**src/rtl/cra_pkg.sv**
```systemverilog
// Shared types and constants for the count_run_arbiter slice.
package cra_pkg;

  typedef enum logic [1:0] {
    StIdle = 2'd0,
    StRun  = 2'd1,
    StDone = 2'd2
  } state_e;

  localparam logic OWN0 = 1'b0;
  localparam logic OWN1 = 1'b1;

  function automatic logic [1:0] onehot(input logic owner);
    return owner ? 2'b10 : 2'b01;
  endfunction

endpackage

```
**src/rtl/mod_counter_core.sv**
```systemverilog
// Programmable modulo counter; modulus 0 counts the full 2**WIDTH range.
module mod_counter_core #(
  parameter int unsigned WIDTH = 4
) (
  input  logic             clkIn,
  input  logic             rstIn,
  input  logic             clrIn,
  input  logic             enIn,
  input  logic [WIDTH-1:0] modIn,
  output logic [WIDTH-1:0] Dat,
  output logic             wrapOut
);

  localparam logic [WIDTH-1:0] One = 1;

  logic [WIDTH-1:0] last_val;
  logic             at_last;

  // mod 0 underflows to all ones, giving the full-range wrap for free
  assign last_val = modIn - One;
  assign at_last  = (Dat == last_val);
  assign wrapOut  = enIn && at_last;

  always_ff @(posedge clkIn) begin
    if (rstIn || clrIn) begin
      Dat <= '0;
    end else if (enIn) begin
      Dat <= at_last ? '0 : Dat + One;
    end
  end

endmodule

```
**src/rtl/count_run_arbiter.sv**
```systemverilog
// Round-robin arbiter sharing one modulo counter between two requesters for lapped runs.
module count_run_arbiter
  import cra_pkg::*;
#(
  parameter int unsigned WIDTH = 4,
  parameter int unsigned LAPW  = 4
) (
  input  logic             clkIn,
  input  logic             rstIn,
  input  logic             req0In,
  input  logic [WIDTH-1:0] mod0In,
  input  logic [LAPW-1:0]  laps0In,
  input  logic             req1In,
  input  logic [WIDTH-1:0] mod1In,
  input  logic [LAPW-1:0]  laps1In,
  output logic [1:0]       gntOut,
  output logic             busyOut,
  output logic [WIDTH-1:0] Dat,
  output logic             wrapOut,
  output logic [1:0]       doneOut
);

  localparam logic [LAPW-1:0] LapOne = 1;

  state_e           state_q, state_d;
  logic             owner_q, owner_d;
  logic             last_owner_q, last_owner_d;
  logic [WIDTH-1:0] mod_q, mod_d;
  logic [LAPW-1:0]  laps_q, laps_d;
  logic [1:0]       gnt_q, gnt_d;
  logic [1:0]       done_q, done_d;
  logic             busy_q, busy_d;

  logic             winner;
  logic [LAPW-1:0]  win_laps;
  logic             own_req;
  logic             cnt_clr;
  logic             cnt_en;
  logic             cnt_wrap;

  assign winner   = (req0In && req1In) ? ~last_owner_q : req1In;
  assign win_laps = winner ? laps1In : laps0In;
  assign own_req  = owner_q ? req1In : req0In;

  always_comb begin
    state_d      = state_q;
    owner_d      = owner_q;
    last_owner_d = last_owner_q;
    mod_d        = mod_q;
    laps_d       = laps_q;
    gnt_d        = gnt_q;
    done_d       = 2'b00;
    busy_d       = busy_q;
    cnt_clr      = 1'b1;
    cnt_en       = 1'b0;
    unique case (state_q)
      StIdle: begin
        gnt_d  = 2'b00;
        busy_d = 1'b0;
        if (req0In || req1In) begin
          owner_d = winner;
          mod_d   = winner ? mod1In : mod0In;
          laps_d  = (win_laps == '0) ? LapOne : win_laps;
          gnt_d   = onehot(winner);
          busy_d  = 1'b1;
          state_d = StRun;
        end
      end
      StRun: begin
        cnt_en  = 1'b1;
        cnt_clr = 1'b0;
        // Abort wins over a coincident final wrap, so no done pulse is raised
        if (!own_req) begin
          cnt_clr      = 1'b1;
          gnt_d        = 2'b00;
          busy_d       = 1'b0;
          last_owner_d = owner_q;
          state_d      = StIdle;
        end else if (cnt_wrap) begin
          laps_d = laps_q - LapOne;
          if (laps_q == LapOne) begin
            done_d  = onehot(owner_q);
            state_d = StDone;
          end
        end
      end
      StDone: begin
        gnt_d        = 2'b00;
        busy_d       = 1'b0;
        last_owner_d = owner_q;
        state_d      = StIdle;
      end
      default: begin
        gnt_d   = 2'b00;
        busy_d  = 1'b0;
        state_d = StIdle;
      end
    endcase
  end

  always_ff @(posedge clkIn) begin
    if (rstIn) begin
      state_q      <= StIdle;
      owner_q      <= OWN0;
      last_owner_q <= OWN1;
      mod_q        <= '0;
      laps_q       <= '0;
      gnt_q        <= 2'b00;
      done_q       <= 2'b00;
      busy_q       <= 1'b0;
    end else begin
      state_q      <= state_d;
      owner_q      <= owner_d;
      last_owner_q <= last_owner_d;
      mod_q        <= mod_d;
      laps_q       <= laps_d;
      gnt_q        <= gnt_d;
      done_q       <= done_d;
      busy_q       <= busy_d;
    end
  end

  mod_counter_core #(
    .WIDTH (WIDTH)
  ) u_core (
    .clkIn   (clkIn),
    .rstIn   (rstIn),
    .clrIn   (cnt_clr),
    .enIn    (cnt_en),
    .modIn   (mod_q),
    .Dat     (Dat),
    .wrapOut (cnt_wrap)
  );

  assign gntOut  = gnt_q;
  assign busyOut = busy_q;
  assign doneOut = done_q;
  assign wrapOut = cnt_wrap;

endmodule

```
**config.mk**
```make
export PLATFORM = sky130hd
export DESIGN_NAME = count_run_arbiter
export DESIGN_NICKNAME = d
export VERILOG_FILES = /design/src/rtl/cra_pkg.sv /design/src/rtl/mod_counter_core.sv /design/src/rtl/count_run_arbiter.sv
export SDC_FILE = /design/constraint.sdc
export NUM_CORES = 1
export LEC_CHECK = 0
export BUFFER_PORTS_ARGS = -buffer_cell sky130_fd_sc_hd__buf_2
export CELL_PAD_IN_SITES_DETAIL_PLACEMENT = 2
export CELL_PAD_IN_SITES_GLOBAL_PLACEMENT = 2
export CORE_MARGIN = 1.5
export CORE_UTILIZATION = 30
export CTS_BUF_LIST = sky130_fd_sc_hd__clkbuf_8
export CTS_CLUSTER_DIAMETER = 200
export DETAILED_ROUTE_END_ITERATION = 12
export PLACE_DENSITY_LB_ADDON = 0.05
export SETUP_SLACK_MARGIN = 0.3
export SLEW_MARGIN = 20
export SYNTH_ARGS = -nofsm -noshare
export SYNTH_HDL_FRONTEND = slang
export SYNTH_SLANG_ARGS = --single-unit
```
**constraint.sdc**
```tcl
create_clock -name clkIn -period 4.75 [get_ports clkIn]
set_clock_uncertainty 0.2 [all_clocks]
set_input_delay 0.475 -clock clkIn [delete_from_list [all_inputs] [get_ports clkIn]]
set_output_delay 0.475 -clock clkIn [all_outputs]
set_load 0.005 [all_outputs]
```
==> results.tsv <==
stage	metric	value	unit
logic_synthesis	synth_seq_cells	21	
logic_synthesis	syn_avg_cell_area	8.72	um2
timing	min_period_over_period	0.537	
worst_setup_path	cp_max_fo	6	
placement	placed_cell_area	0.00130	mm2
cts	cts.clk_slew.worst_paths	0.08	ns
timing	slew_violations	0	
cts	cts_resized	0	
placement	port_buffers	29	
cts	clk_latency	0.26	ns
worst_setup_path	cp.required	4.07	ns
die	num_io_pins	30	
worst_setup_path	path_delay_family	simple AND/OR/NAND/NOR gates	
flow_run	drv_cap	0	
detailed_routing	first_pass_iters	4	
timing	rsz0062_at_grt	false	
worst_setup_path	max_stage_delay	0.39	ns
worst_setup_path	path_cells	inv_1, ha_1, xnor2_1, nor3_4, nand2_1, nor2_1, buf_2	
power_and_ir_drop	power	433	uW
grt	grt_pass1_wl	5400	um
worst_setup_path	startpoint_type	register	
die	die_h	63.8	um
power_and_ir_drop	vdd_drop_max	0.0860	mV
cells_and_area	postLayoutCellArea	0.00134	mm2
logic_synthesis	synth_cell_type_count	36	
grt	antenna_found_initial	0	
run_status	status	finished clean	
worst_setup_path	path_class	reg2out	
logic_synthesis	synth_flop_cell	dfxtp_1	
worst_setup_path	path_buf_inv	2	
cts	post-cts-setup-buffers	0	
logic_synthesis	yosysWarnings	0	
detailed_routing	ant_nets	0	
cts	cts_tree	done	
detailed_routing	vias	1046	
cells_and_area	nNetsFinal	181	
cells_and_area	layout.cells.most_common_list	29 x buf_2, 21 x dfxtp_1, 18 x nor2_1	
logic_synthesis	synth_area	0.00111	mm2
placement	dp_hpwl	2520	um
timing	worst_pin_slew	0.560	ns
timing	hold_violations	0	
worst_setup_path	slowest_stage	dfxtp_1	
logic_synthesis	synth-edff-count	0	
logic_synthesis	syn-num-nets	151	
timing	finalSetupViolations	0	
detailed_routing	via_per_inst	5.18	
power_and_ir_drop	p_leak	0.568	nW
die	rows	21	
grt	grt_max_degree	17	
timing	tns	0	ns
die	start_util	0.322	
cts	htree_levels	1	
grt	grt_use_total	0.172	
placement	preCtsSetupSlack	2.48	ns
die	die_area	0.00406	mm2
cells_and_area	syn_to_final_growth	21.2	%
detailed_routing	avgRoutedWirePerCell	15.7	um
timing	fin_ws	2.20	ns
cts	clockRootBuffer	clkbuf_8	
logic_synthesis	async_flop_share	0	
timing	slew_headroom	0.625	
cells_and_area	drive_above_1_share	0.263	
worst_setup_path	crit_arrival	1.88	ns
worst_setup_path	crit_path_end_kind	output port	
grt	grt_pass1_vias	1127	
detailed_routing	drc_errors	0	
grt	overflow	0	
cts	cts_buffers	3	
cts	ctsHoldBuffers	0	
logic_synthesis	postSynthCellCount	127	
placement	gp_congestion	0.735	
die	coreArea	0.00344	mm2
cells_and_area	diodes	0	
logic_synthesis	synth-seq-area-share	0.380	
die	die_w	63.8	um
cts	ctsLongestPathBuffers	2	
power_and_ir_drop	powerDensity	322	mW/mm2
worst_hold_path	min_path_type	reg2reg	
cts	clock-sinks	21	
timing	layout_min_cycle_time	2.55	ns
cells_and_area	final_common_cell	buf_2	
timing	fmax	392	MHz
detailed_routing	totalWireLength	3180	um
detailed_routing	detailedRoute.firstIterationViolations	18	
worst min-delay path, cell delays in order, from the launching register on:
cell	delay, ns
dfxtp_1	0.33
nand2_1	0.06
o31ai_1	0.05
layout make-up:
| type | count | area (um2) |
|---|---|---|
| fillers | 424 | 2100 |
| multi-input cells | 94 | 639 |
| flip-flops and latches | 21 | 420 |
| repair buffers | 30 | 153 |
| well taps | 46 | 57.6 |
| clock buffers | 3 | 41.3 |
| inverters | 7 | 26.3 |
| clock inverters | 1 | 5.00 |
synth_stat cells (2+ instances only):
master	n	share of area
a211oi_1	5	0.034
a21oi_1	5	0.023
buf_2	2	0.0090
clkbuf_1	3	0.010
dfxtp_1	21	0.38
ha_1	4	0.045
inv_1	7	0.024
mux2_2	2	0.020
mux2i_1	7	0.063
nand2_1	8	0.027
nand3_1	4	0.018
nand4_1	2	0.011
nor2_1	18	0.061
nor3_1	6	0.027
o21ai_0	6	0.027
o311ai_1	2	0.016
o41ai_1	2	0.016
xnor2_1	4	0.032
xor2_1	2	0.016
routing by layer:
| metal | part of all wire | track usage | vias to the layer above |
|---|---|---|---|
| met1 | 0.43 | 0.198 | 508 |
| met4 | 0.0098 | 0.0489 | 0 |
| met2 | 0.52 | 0.318 | 26 |
| met3 | 0.039 | 0.0335 | 4 |
| met5 | 0 | 0 | - |
| li1 | - | - | 508 |
through the flow:
stage | hold WS, ns | cells | util
6_report | 0.273 | 202 | 0.390
5_1_grt | 0.309 | 202 | 0.390
4_1_cts | 0.284 | 202 | 0.390
3_5_place_dp | 0.264 | 198 | 0.377
3_3_place_gp | 0.236 | 198 | 0.377
2_1_floorplan | 0.236 | 127 | -
kinds of logic (layout without fill, tap and decap cells):
kind of cell,after synthesis,after routing,synth area share
XOR/XNOR,7,7,0.0701
AND/OR/NAND/NOR,46,46,0.203
adder cells (fa/ha/maj),4,4,0.0452
buffers and inverters,12,41,0.0429
flip-flops,21,21,0.380
multiplexers,9,9,0.0836
AO/OA/AOI/OAI,28,28,0.175
registers in the layout (all words and copies together) (netlist names):
| name | flops |
|---|---|
| busyOut | 1 |
| last_owner_q | 1 |
| laps_q | 4 |
| u_core.Dat | 4 |
| owner_q | 1 |
| doneOut | 2 |
| gntOut | 2 |
| state_q | 2 |
| mod_q | 4 |
worst paths after layout:
| check | start | to | slack (ns) | depth (start not counted) |
|---|---|---|---|---|
| max | mod_q[0]$_SDFFE_PP0P_ | wrapOut | 2.20 | 7 |
| min | gntOut[0]$_SDFFE_PP0P_ | gntOut[0]$_SDFFE_PP0P_ | 0.27 | 2 |
| min reg2reg | gntOut[0]$_SDFFE_PP0P_ | gntOut[0]$_SDFFE_PP0P_ | 0.27 | 2 |
| max reg2reg | mod_q[0]$_SDFFE_PP0P_ | laps_q[2]$_SDFFE_PP0P_ | 2.58 | 7 |
where the power goes:
part           total [mW]  switching, mW  internal [mW]
sequential          0.204         0.0131          0.190
combinational       0.110         0.0640         0.0461
clock               0.119         0.0605         0.0584
Note: power is estimated with default switching activity, not from simulation.
